--- config.mk ---
export PLATFORM = sky130hd
export DESIGN_NAME = cmac_axis_pkt_mon
export DESIGN_NICKNAME = d
export VERILOG_FILES = /design/src/rtl/cmac_axis_pkt_mon.sv
export SDC_FILE = /design/constraint.sdc
export NUM_CORES = 1
export LEC_CHECK = 0
export ABC_AREA = 1
export CAP_MARGIN = 20
export CORE_AREA = 2 2 279 281
export CTS_CLUSTER_SIZE = 16
export DETAILED_ROUTE_END_ITERATION = 16
export DIE_AREA = 0 0 281 283
export SYNTH_ARGS = -nofsm -noshare
export SYNTH_HDL_FRONTEND = slang
export SYNTH_SLANG_ARGS = --single-unit
--- constraint.sdc ---
create_clock -name aclk -period 4.5 [get_ports aclk]
set_input_delay 0.9 -clock aclk [delete_from_list [all_inputs] [get_ports aclk]]
set_output_delay 0.9 -clock aclk [all_outputs]
set_load 0.02 [all_outputs]
--- src/rtl/cmac_axis_pkt_mon.sv ---
// Purpose: checks CMAC RX AXIS frames against a fixed length and incrementing-byte payload, and counts good/bad frames.
// Latency: state and counters update one aclk after the beat that causes them (async reset acts immediately).
// Backpressure: none; there is no tready, so every valid beat is consumed in the cycle it arrives.
module cmac_axis_pkt_mon #(
    parameter int PKT_NUM  = 1000,
    parameter int PKT_SIZE = 522
) (
    input  logic         aclk,
    input  logic         aresetn,
    input  logic         stat_rx_aligned,
    input  logic         rx_restart,
    input  logic         rx_continuous,
    input  logic         rx_axis_tvalid,
    input  logic [511:0] rx_axis_tdata,
    input  logic [63:0]  rx_axis_tkeep,
    input  logic         rx_axis_tlast,
    input  logic         rx_axis_tuser,
    output logic [31:0]  rx_pkt_cnt,
    output logic [47:0]  rx_byte_cnt,
    output logic [15:0]  rx_fcs_err_cnt,
    output logic [15:0]  rx_len_err_cnt,
    output logic [15:0]  rx_data_err_cnt,
    output logic [1:0]   rx_state,
    output logic         rx_busy_led,
    output logic         rx_done_led
);
    typedef enum logic [1:0] {
        IDLE = 2'd0,
        SYNC = 2'd1,
        RX   = 2'd2,
        DONE = 2'd3
    } state_t;

    // Longest legal frame in beats; the beat index parks here so the length cannot wrap.
    localparam logic [7:0]  MAX_BEATS = 8'((PKT_SIZE + 63) / 64);
    localparam logic [13:0] PKT_LEN   = 14'(PKT_SIZE);
    localparam logic [32:0] PKT_TOTAL = 33'(PKT_NUM);

    state_t      state;
    state_t      state_nxt;
    logic [7:0]  beat_idx;
    logic [1:0]  phase;
    logic        len_flag;
    logic        data_flag;

    logic        beat_ev;
    logic        last_ev;
    logic        over;
    logic        keep_bad;
    logic        mismatch;
    logic [6:0]  popcnt;
    logic [13:0] frame_len;
    logic        frame_len_err;
    logic        frame_data_err;
    logic        hit_total;
    logic [48:0] byte_sum;

    // Evaluate the beat on the bus: keep shape, payload pattern and the running frame length.
    always_comb begin
        beat_ev  = (state == RX) && rx_axis_tvalid && stat_rx_aligned && !rx_restart;
        last_ev  = beat_ev && rx_axis_tlast;
        over     = (beat_idx == MAX_BEATS);
        if (rx_axis_tlast) begin
            // A legal last-beat keep is 2^n-1: non-zero and no holes above the lowest zero.
            keep_bad = (rx_axis_tkeep == '0) ||
                       ((rx_axis_tkeep & (rx_axis_tkeep + 64'd1)) != '0);
        end else begin
            keep_bad = (rx_axis_tkeep != '1);
        end
        popcnt   = '0;
        mismatch = 1'b0;
        for (int lane = 0; lane < 64; lane++) begin
            popcnt = popcnt + 7'(rx_axis_tkeep[lane]);
            // Byte index low bits are (beat_idx*64 + lane)[7:0] = {beat_idx[1:0], lane}.
            if (rx_axis_tkeep[lane] && (rx_axis_tdata[8*lane +: 8] != {phase, 6'(lane)})) begin
                mismatch = 1'b1;
            end
        end
        frame_len      = {beat_idx, 6'd0} + 14'(popcnt);
        frame_len_err  = len_flag || over || keep_bad || (frame_len != PKT_LEN);
        frame_data_err = data_flag || mismatch;
        hit_total      = (({1'b0, rx_pkt_cnt} + 33'd1) == PKT_TOTAL);
        byte_sum       = {1'b0, rx_byte_cnt} + 49'(frame_len);
    end

    // Next-state logic: restart and alignment loss override everything else.
    always_comb begin
        state_nxt = state;
        if (rx_restart || !stat_rx_aligned) begin
            state_nxt = IDLE;
        end else begin
            case (state)
                IDLE:    state_nxt = SYNC;
                SYNC:    if (rx_axis_tvalid && rx_axis_tlast) state_nxt = RX;
                RX:      if (last_ev && hit_total && !rx_continuous) state_nxt = DONE;
                DONE:    state_nxt = DONE;
                default: state_nxt = IDLE;
            endcase
        end
    end

    // State register.
    always_ff @(posedge aclk or negedge aresetn) begin
        if (!aresetn) begin
            state <= IDLE;
        end else begin
            state <= state_nxt;
        end
    end

    // Per-frame tracking; cleared at frame end, restart or alignment loss.
    always_ff @(posedge aclk or negedge aresetn) begin
        if (!aresetn) begin
            beat_idx  <= '0;
            phase     <= '0;
            len_flag  <= 1'b0;
            data_flag <= 1'b0;
        end else if (rx_restart || !stat_rx_aligned || last_ev) begin
            beat_idx  <= '0;
            phase     <= '0;
            len_flag  <= 1'b0;
            data_flag <= 1'b0;
        end else if (beat_ev) begin
            if (!over) beat_idx <= beat_idx + 8'd1;
            phase     <= phase + 2'd1;
            len_flag  <= len_flag || over || keep_bad;
            data_flag <= data_flag || mismatch;
        end
    end

    // Saturating statistics, committed on the last beat of each frame seen in RX.
    always_ff @(posedge aclk or negedge aresetn) begin
        if (!aresetn) begin
            rx_pkt_cnt      <= '0;
            rx_byte_cnt     <= '0;
            rx_fcs_err_cnt  <= '0;
            rx_len_err_cnt  <= '0;
            rx_data_err_cnt <= '0;
        end else if (rx_restart) begin
            rx_pkt_cnt      <= '0;
            rx_byte_cnt     <= '0;
            rx_fcs_err_cnt  <= '0;
            rx_len_err_cnt  <= '0;
            rx_data_err_cnt <= '0;
        end else if (last_ev) begin
            if (rx_pkt_cnt != '1) rx_pkt_cnt <= rx_pkt_cnt + 32'd1;
            rx_byte_cnt <= byte_sum[48] ? '1 : byte_sum[47:0];
            if (rx_axis_tuser && (rx_fcs_err_cnt != '1)) rx_fcs_err_cnt <= rx_fcs_err_cnt + 16'd1;
            if (frame_len_err && (rx_len_err_cnt != '1)) rx_len_err_cnt <= rx_len_err_cnt + 16'd1;
            if (frame_data_err && (rx_data_err_cnt != '1)) rx_data_err_cnt <= rx_data_err_cnt + 16'd1;
        end
    end

    assign rx_state    = state;
    assign rx_busy_led = (state == SYNC) || (state == RX);
    assign rx_done_led = (state == DONE);

endmodule

==> results of run 1 <==
[routing by layer]
layer / GRT usage (%) / wire length (um) / up-vias
li1: - / - / 10300
met1: 29.6 / 41200 / 10100
met2: 41.7 / 48400 / 849
met3: 3.71 / 5950 / 167
met4: 13.3 / 5480 / 6
met5: 0 / 40 / -
[path summary, 6_finish.rpt]
path                                                  end  depth (start not counted)
setup / recovery              rx_byte_cnt[23]$_DFFE_PN0P_                         32
hold / removal                rx_byte_cnt[31]$_DFFE_PN0P_                          1
setup reg to reg           rx_data_err_cnt[9]$_DFFE_PN0P_                         15
hold reg to reg                rx_byte_cnt[2]$_DFFE_PN0P_                          1
max in group asynchronous      rx_pkt_cnt[10]$_DFFE_PN0P_                          2
min in group aclk              rx_byte_cnt[2]$_DFFE_PN0P_                          1
[power by group]
part	switching (mW)	total, mW	internal (mW)
clock network	0.660	1.52	0.859
logic	7.25	14.6	7.30
registers	0.0166	1.30	1.29
[cells by family after synthesis]
family / Yosys count / share of synthesized area, %
adders and majority gates: 98 / 10.0
AOI/OAI and AO/OA: 319 / 11.4
xor gates and xnor gates: 134 / 7.16
buffers and inverters: 395 / 9.79
DFF: 142 / 21.7
and+or+nand+nor: 1482 / 40.0
[cell type report]
cell class / count / area share, %
Antenna cell: 11 / 0.0985
Clock buffer: 19 / 1.62
Clock inverter: 13 / 0.546
Inverter: 339 / 4.60
Multi-Input combinational cell: 2034 / 43.3
Sequential cell: 142 / 12.7
Tap cell: 1040 / 4.66
Timing Repair Buffer: 957 / 32.5
[worst max-delay path, delay by kind of cell]
family / cells / cell delay [ps]
AOI/OAI and AO/OA: 4 / 460
xor gates and xnor gates: 1 / 150
adders and majority gates: 11 / 4930
buffers and inverters: 8 / 870
and+or+nand+nor: 8 / 820
[registers in the layout, summed over array words and instances, names as in the netlist]
signal           cells
beat_idx             8
data_flag            1
len_flag             1
phase                2
rx_byte_cnt         48
rx_data_err_cnt     16
rx_fcs_err_cnt      16
rx_len_err_cnt      16
rx_pkt_cnt          32
rx_state             2
[cell usage after synthesis (all sizes together) (2+ instances only)]
cell       n  area, sq um
xnor2     29          254
o21bai     4         30.0
a211oi    10         75.1
o21ai    116          584
or2       22          138
a22o       3         26.3
a31o       2         17.5
o31ai     12         90.1
nor4      24          150
o211ai     3         22.5
o22ai     32          200
inv      337         1270
ha        43          538
dfrtp    142         3550
clkinv     2         7.51
clkbuf    13         48.8
buf       43          278
nand3b    28          210
a31oi     16          106
fa        55         1100
a21oi     86          430
nand2    639         2420
o2111ai    6         52.6
xor2     105          920
nand4    110          688
nor3      86          452
a21o      17          128
nor4b      7         61.3
nor3b      3         22.5
nor2     379         1460
o21a       5         37.5
nand3    182          938
[repair_timing]
item | 4_1_cts | 5_1_grt
endpoints found under the hold margin | 0 | 0
endpoints found under the setup margin | 64 | 64
gates resized for setup | 203 | 76
setup buffers | 17 | 7
pin swaps | 66 | 60
cloned | 5 | 1
==> results.toml, run 1 <==
[layout]
regArea_sq_mm = 0.00356
finalInstanceArea_sq_mm = 0.0279
multi_input_area_sq_mm = 0.0121
layout_commonest_cell = "clkdlybuf4s50_1"
syn_to_final_growth_pct = 70.5
final_util_pct = 36.4
drive_gt1_share_pct = 14.8
fin_nets = 4173
final.fill_count = 8115
finalNonFillerCells = 4555
final_cell_mix = "clkdlybuf4s50_1 (681), nand2_1 (615), nor2_1 (360)"

[sta]
setup_ws_ps = -3320
slew_viol_final = 0
slew_headroom_pct = 34.7
fmax_mhz = 128
skew_ps = 11.8
setup_violations = 64
min_period_over_period_pct = 174
finalCriticalPeriod_ps = 7820
hold_viol = 0
rsz0062_at_grt = "yes"
whs_ps = 498
fin_tns_setup_ps = -201120
worstMarginPinSlew_ps = 979

[global_route]
grt_pass1_wl_mm = 143
overflow = 0
antenna_found_initial = 18
grt_usage_pct = 24.6
first_global_vias = 21300
grt_max_degree = 87

[place]
placed_cell_area_sq_mm = 0.0265
dp_slack_ps = -4230
numPortBuffers = 715
place_inst = 4489
place_hpwl_mm = 84.9
place.gp.congestion = 0.987

[clock_tree]
cts_tree = "built"
clkTransAtPathRegs_ps = 70
htreeDepth = 4
root_buffer = "clkbuf_16"
clock_path_buffers = 2
clk_latency_ps = 450
cts_buffers = 17
numClockSinks = 142
ctsHoldBuffers = 0

[status]
violations = "setup timing"
status = "finished with violations"

[route]
drtIter0Drc = 1633
drt-total-wl_mm = 101
vias = 21400
dr.pass1.iters = 6
avgViaCountPerCell = 4.70
wl_per_cell_um = 22.2
ant_nets = 0
remaining_drc_errors = 0

[yosys]
syn_area_sq_mm = 0.0164
yosys_warnings = 0
synth_top_flop_cell = "dfrtp_1"
synthCells = 2570
synth-edff-count = 0
ys_seq_elements = 142
synth-seq-area-share_pct = 21.7
async_reset_ff_share_pct = 100
synth_cell_type_count = 58
syn_nets = 3252
synth_area_per_cell_sq_um = 6.38

[power_and_ir_drop]
ir_worst_vdd_v = 0.00199
p_total_mw = 17.4
leakage_nw = 12.1
power_density_mw_per_mm2 = 622

[die]
die_area_sq_mm = 0.0795
row_count = 102
die_w_um = 281
ioPinCount = 716
die_h_um = 283
start_util_pct = 21.4
core_area_sq_mm = 0.0767

[critical_path]
worstPathRequired_ps = 4850
start_kind = "primary input"
crit_path_start = "rx_axis_tkeep[45]"
critical-path-slowest-cell = "fa_1"
worst_ep_arrival_time_ps = 8170
max_stage_delay_ps = 560
path_class = "primary input to flip-flop"
timing.rr.start = "phase[0]$_DFFE_PN0P_"
r2r_slack_ps = 760
cp_max_fo = 9
setup.worst_path.end_class = "flip-flop"
crit_path_frequent_cell = "fa_1"

[min_path]
hold_class = "primary input to asynchronous set/reset pin"

[flow_run]
maxCapViolations = 0
(Power assumes the default switching activity.)
==> run 2: changes to the inputs <==
Settings changed: CORE_AREA 2 2 279 281 to 5 5 274 276, DIE_AREA 0 0 281 283 to 0 0 279 281, SETUP_SLACK_MARGIN set to 0.1.
==> results.toml, run 2 (same netlist as run 1, synthesis figures left out) <==
[global_route]
first_global_vias = 21200
grt_max_degree = 83
overflow = 0
grt_usage_pct = 24.5
antenna_found_initial = 9
grt_pass1_wl_mm = 142

[critical_path]
cp_max_fo = 5
crit_path_start = "rx_axis_tkeep[35]"
critPathCapture = "rx_byte_cnt[17]$_DFFE_PN0P_"
worstPathRequired_ps = 4820
worst-path-buf-inv = 9
worst_ep_arrival_time_ps = 8220
timing.rr.end = "rx_byte_cnt[17]$_DFFE_PN0P_"
timing.rr.start = "beat_idx[0]$_DFFE_PN0P_"
cp_top_family = "adder cells"
crit_path_frequent_cell = "fa_1"
reg2regPathDepth = 22
setup.worst_path.end_class = "flip-flop"
path_class = "primary input to flip-flop"
max_stage_delay_ps = 580
critical-path-slowest-cell = "fa_2"
r2r_slack_ps = 940
start_kind = "primary input"
cp.depth = 32

[sta]
fmax_mhz = 126
setup_violations = 64
finalCriticalPeriod_ps = 7910
worstMarginPinSlew_ps = 929
rsz0062_at_grt = "yes"
whs_ps = 531
setup_ws_ps = -3410
slew_headroom_pct = 37.5
slew_viol_final = 0
skew_ps = 16.7
hold_viol = 0
min_period_over_period_pct = 176

[clock_tree]
ctsHoldBuffers = 0
cts_tree = "built"
root_buffer = "clkbuf_16"
cts_buffers = 17
clk_latency_ps = 450
clock_path_buffers = 2
clkTransAtPathRegs_ps = 70
htreeDepth = 4
numClockSinks = 142

[route]
vias = 21300
drtIter0Drc = 1480
drt-total-wl_mm = 101
remaining_drc_errors = 0
ant_nets = 0
avgViaCountPerCell = 4.77
dr.pass1.iters = 8
wl_per_cell_um = 22.6

[status]
violations = "setup timing"
status = "finished with violations"

[die]
row_count = 99
die_area_sq_mm = 0.0784
ioPinCount = 716
die_w_um = 279
start_util_pct = 22.7
die_h_um = 281
core_area_sq_mm = 0.0723

[layout]
layout_commonest_cell = "clkdlybuf4s50_1"
final.fill_count = 7634
largest_reg_flops = 48
finalInstanceArea_sq_mm = 0.0279
top_register = "rx_byte_cnt"
top_regs = "rx_byte_cnt: 48 flops, rx_pkt_cnt: 32 flops"
syn_to_final_growth_pct = 70.1
fin_nets = 4171
final_cell_mix = "clkdlybuf4s50_1 (680), nand2_1 (613), nor2_1 (360)"
drive_gt1_share_pct = 14.5

[place]
placed_cell_area_sq_mm = 0.0263
place.gp.congestion = 0.993
place_hpwl_mm = 85.6
numPortBuffers = 715

[power_and_ir_drop]
p_clk_share_pct = 8.2
power_frac_comb_pct = 84.3
swShare_pct = 45.9
p_total_mw = 17.5
ir_worst_vdd_v = 0.00225
p_int_mw = 9.46
switchingPower_mw = 8.03
leakage_nw = 12.1
seqPwrFrac_pct = 7.4
power_density_mw_per_mm2 = 628

[min_path]
hold_class = "primary input to asynchronous set/reset pin"

[flow_run]
maxCapViolations = 0
==> run 2: repair_timing <==
| action | CTS | global route |
|---|---|---|
| gates resized for setup | 215 | 54 |
| setup buffers | 18 | 6 |
| setup endpoints to repair | 64 | 64 |
| pin swaps | 67 | 50 |
| cloned | 7 | 4 |
==> run 2: final cells by class <==
| type | instances | area (sq um) | area share (%) |
|---|---|---|---|
| antenna | 6 | 15.0 | 0.0539 |
| clock buffer | 18 | 429 | 1.54 |
| clock inverter | 13 | 140 | 0.503 |
| inverter | 339 | 1290 | 4.62 |
| multi-input combinational | 2034 | 12000 | 43.2 |
| sequential | 142 | 3560 | 12.8 |
| tap | 959 | 1200 | 4.31 |
| timing repair buffer | 955 | 9210 | 33.0 |
==> run 2: worst min path at each step <==
stage                                         startpoint                        endpoint  slack, ps
final                                            aresetn     rx_byte_cnt[35]$_DFFE_PN0P_        530
after global routing          rx_byte_cnt[2]$_DFFE_PN0P_      rx_byte_cnt[2]$_DFFE_PN0P_        560
after CTS                 rx_fcs_err_cnt[15]$_DFFE_PN0P_  rx_fcs_err_cnt[15]$_DFFE_PN0P_        540
after detailed placement  rx_fcs_err_cnt[15]$_DFFE_PN0P_  rx_fcs_err_cnt[15]$_DFFE_PN0P_        520
after global placement        rx_byte_cnt[2]$_DFFE_PN0P_      rx_byte_cnt[2]$_DFFE_PN0P_        510
after floorplan                    data_flag$_DFFE_PN0P_           data_flag$_DFFE_PN0P_        520
==> run 2: routing by layer <==
metal | global-route usage [%] | share of wire, % | wire length [um]
met5 | 0 | 0 | 0
met4 | 11.2 | 5.2 | 5250
met3 | 3.80 | 6.0 | 6080
met2 | 43.1 | 49 | 49300
met1 | 29.5 | 40 | 40100
==> run 2: power groups by stage <==
stage	clock network (mW)	logic, mW	registers [mW]
after floorplan	0	7.01	1.33
after global placement	0	12.2	1.33
after detailed placement	0	12.2	1.33
after CTS	1.48	13.6	1.30
after global routing	1.53	15.9	1.30
final	1.44	14.7	1.30
==> run 2: stage by stage <==
step                      setup slack [ps]  std cells  setup TNS, ps  util, %
after floorplan                      -3280       2570        -192300        -
after global placement               -4170       4401        -252390     36.4
after detailed placement             -4210       4401        -253040     36.4
after CTS                            -3370       4456        -200870     38.2
after global routing                 -3650       4466        -218830     38.5
final                                -3410       4466        -203060     38.5
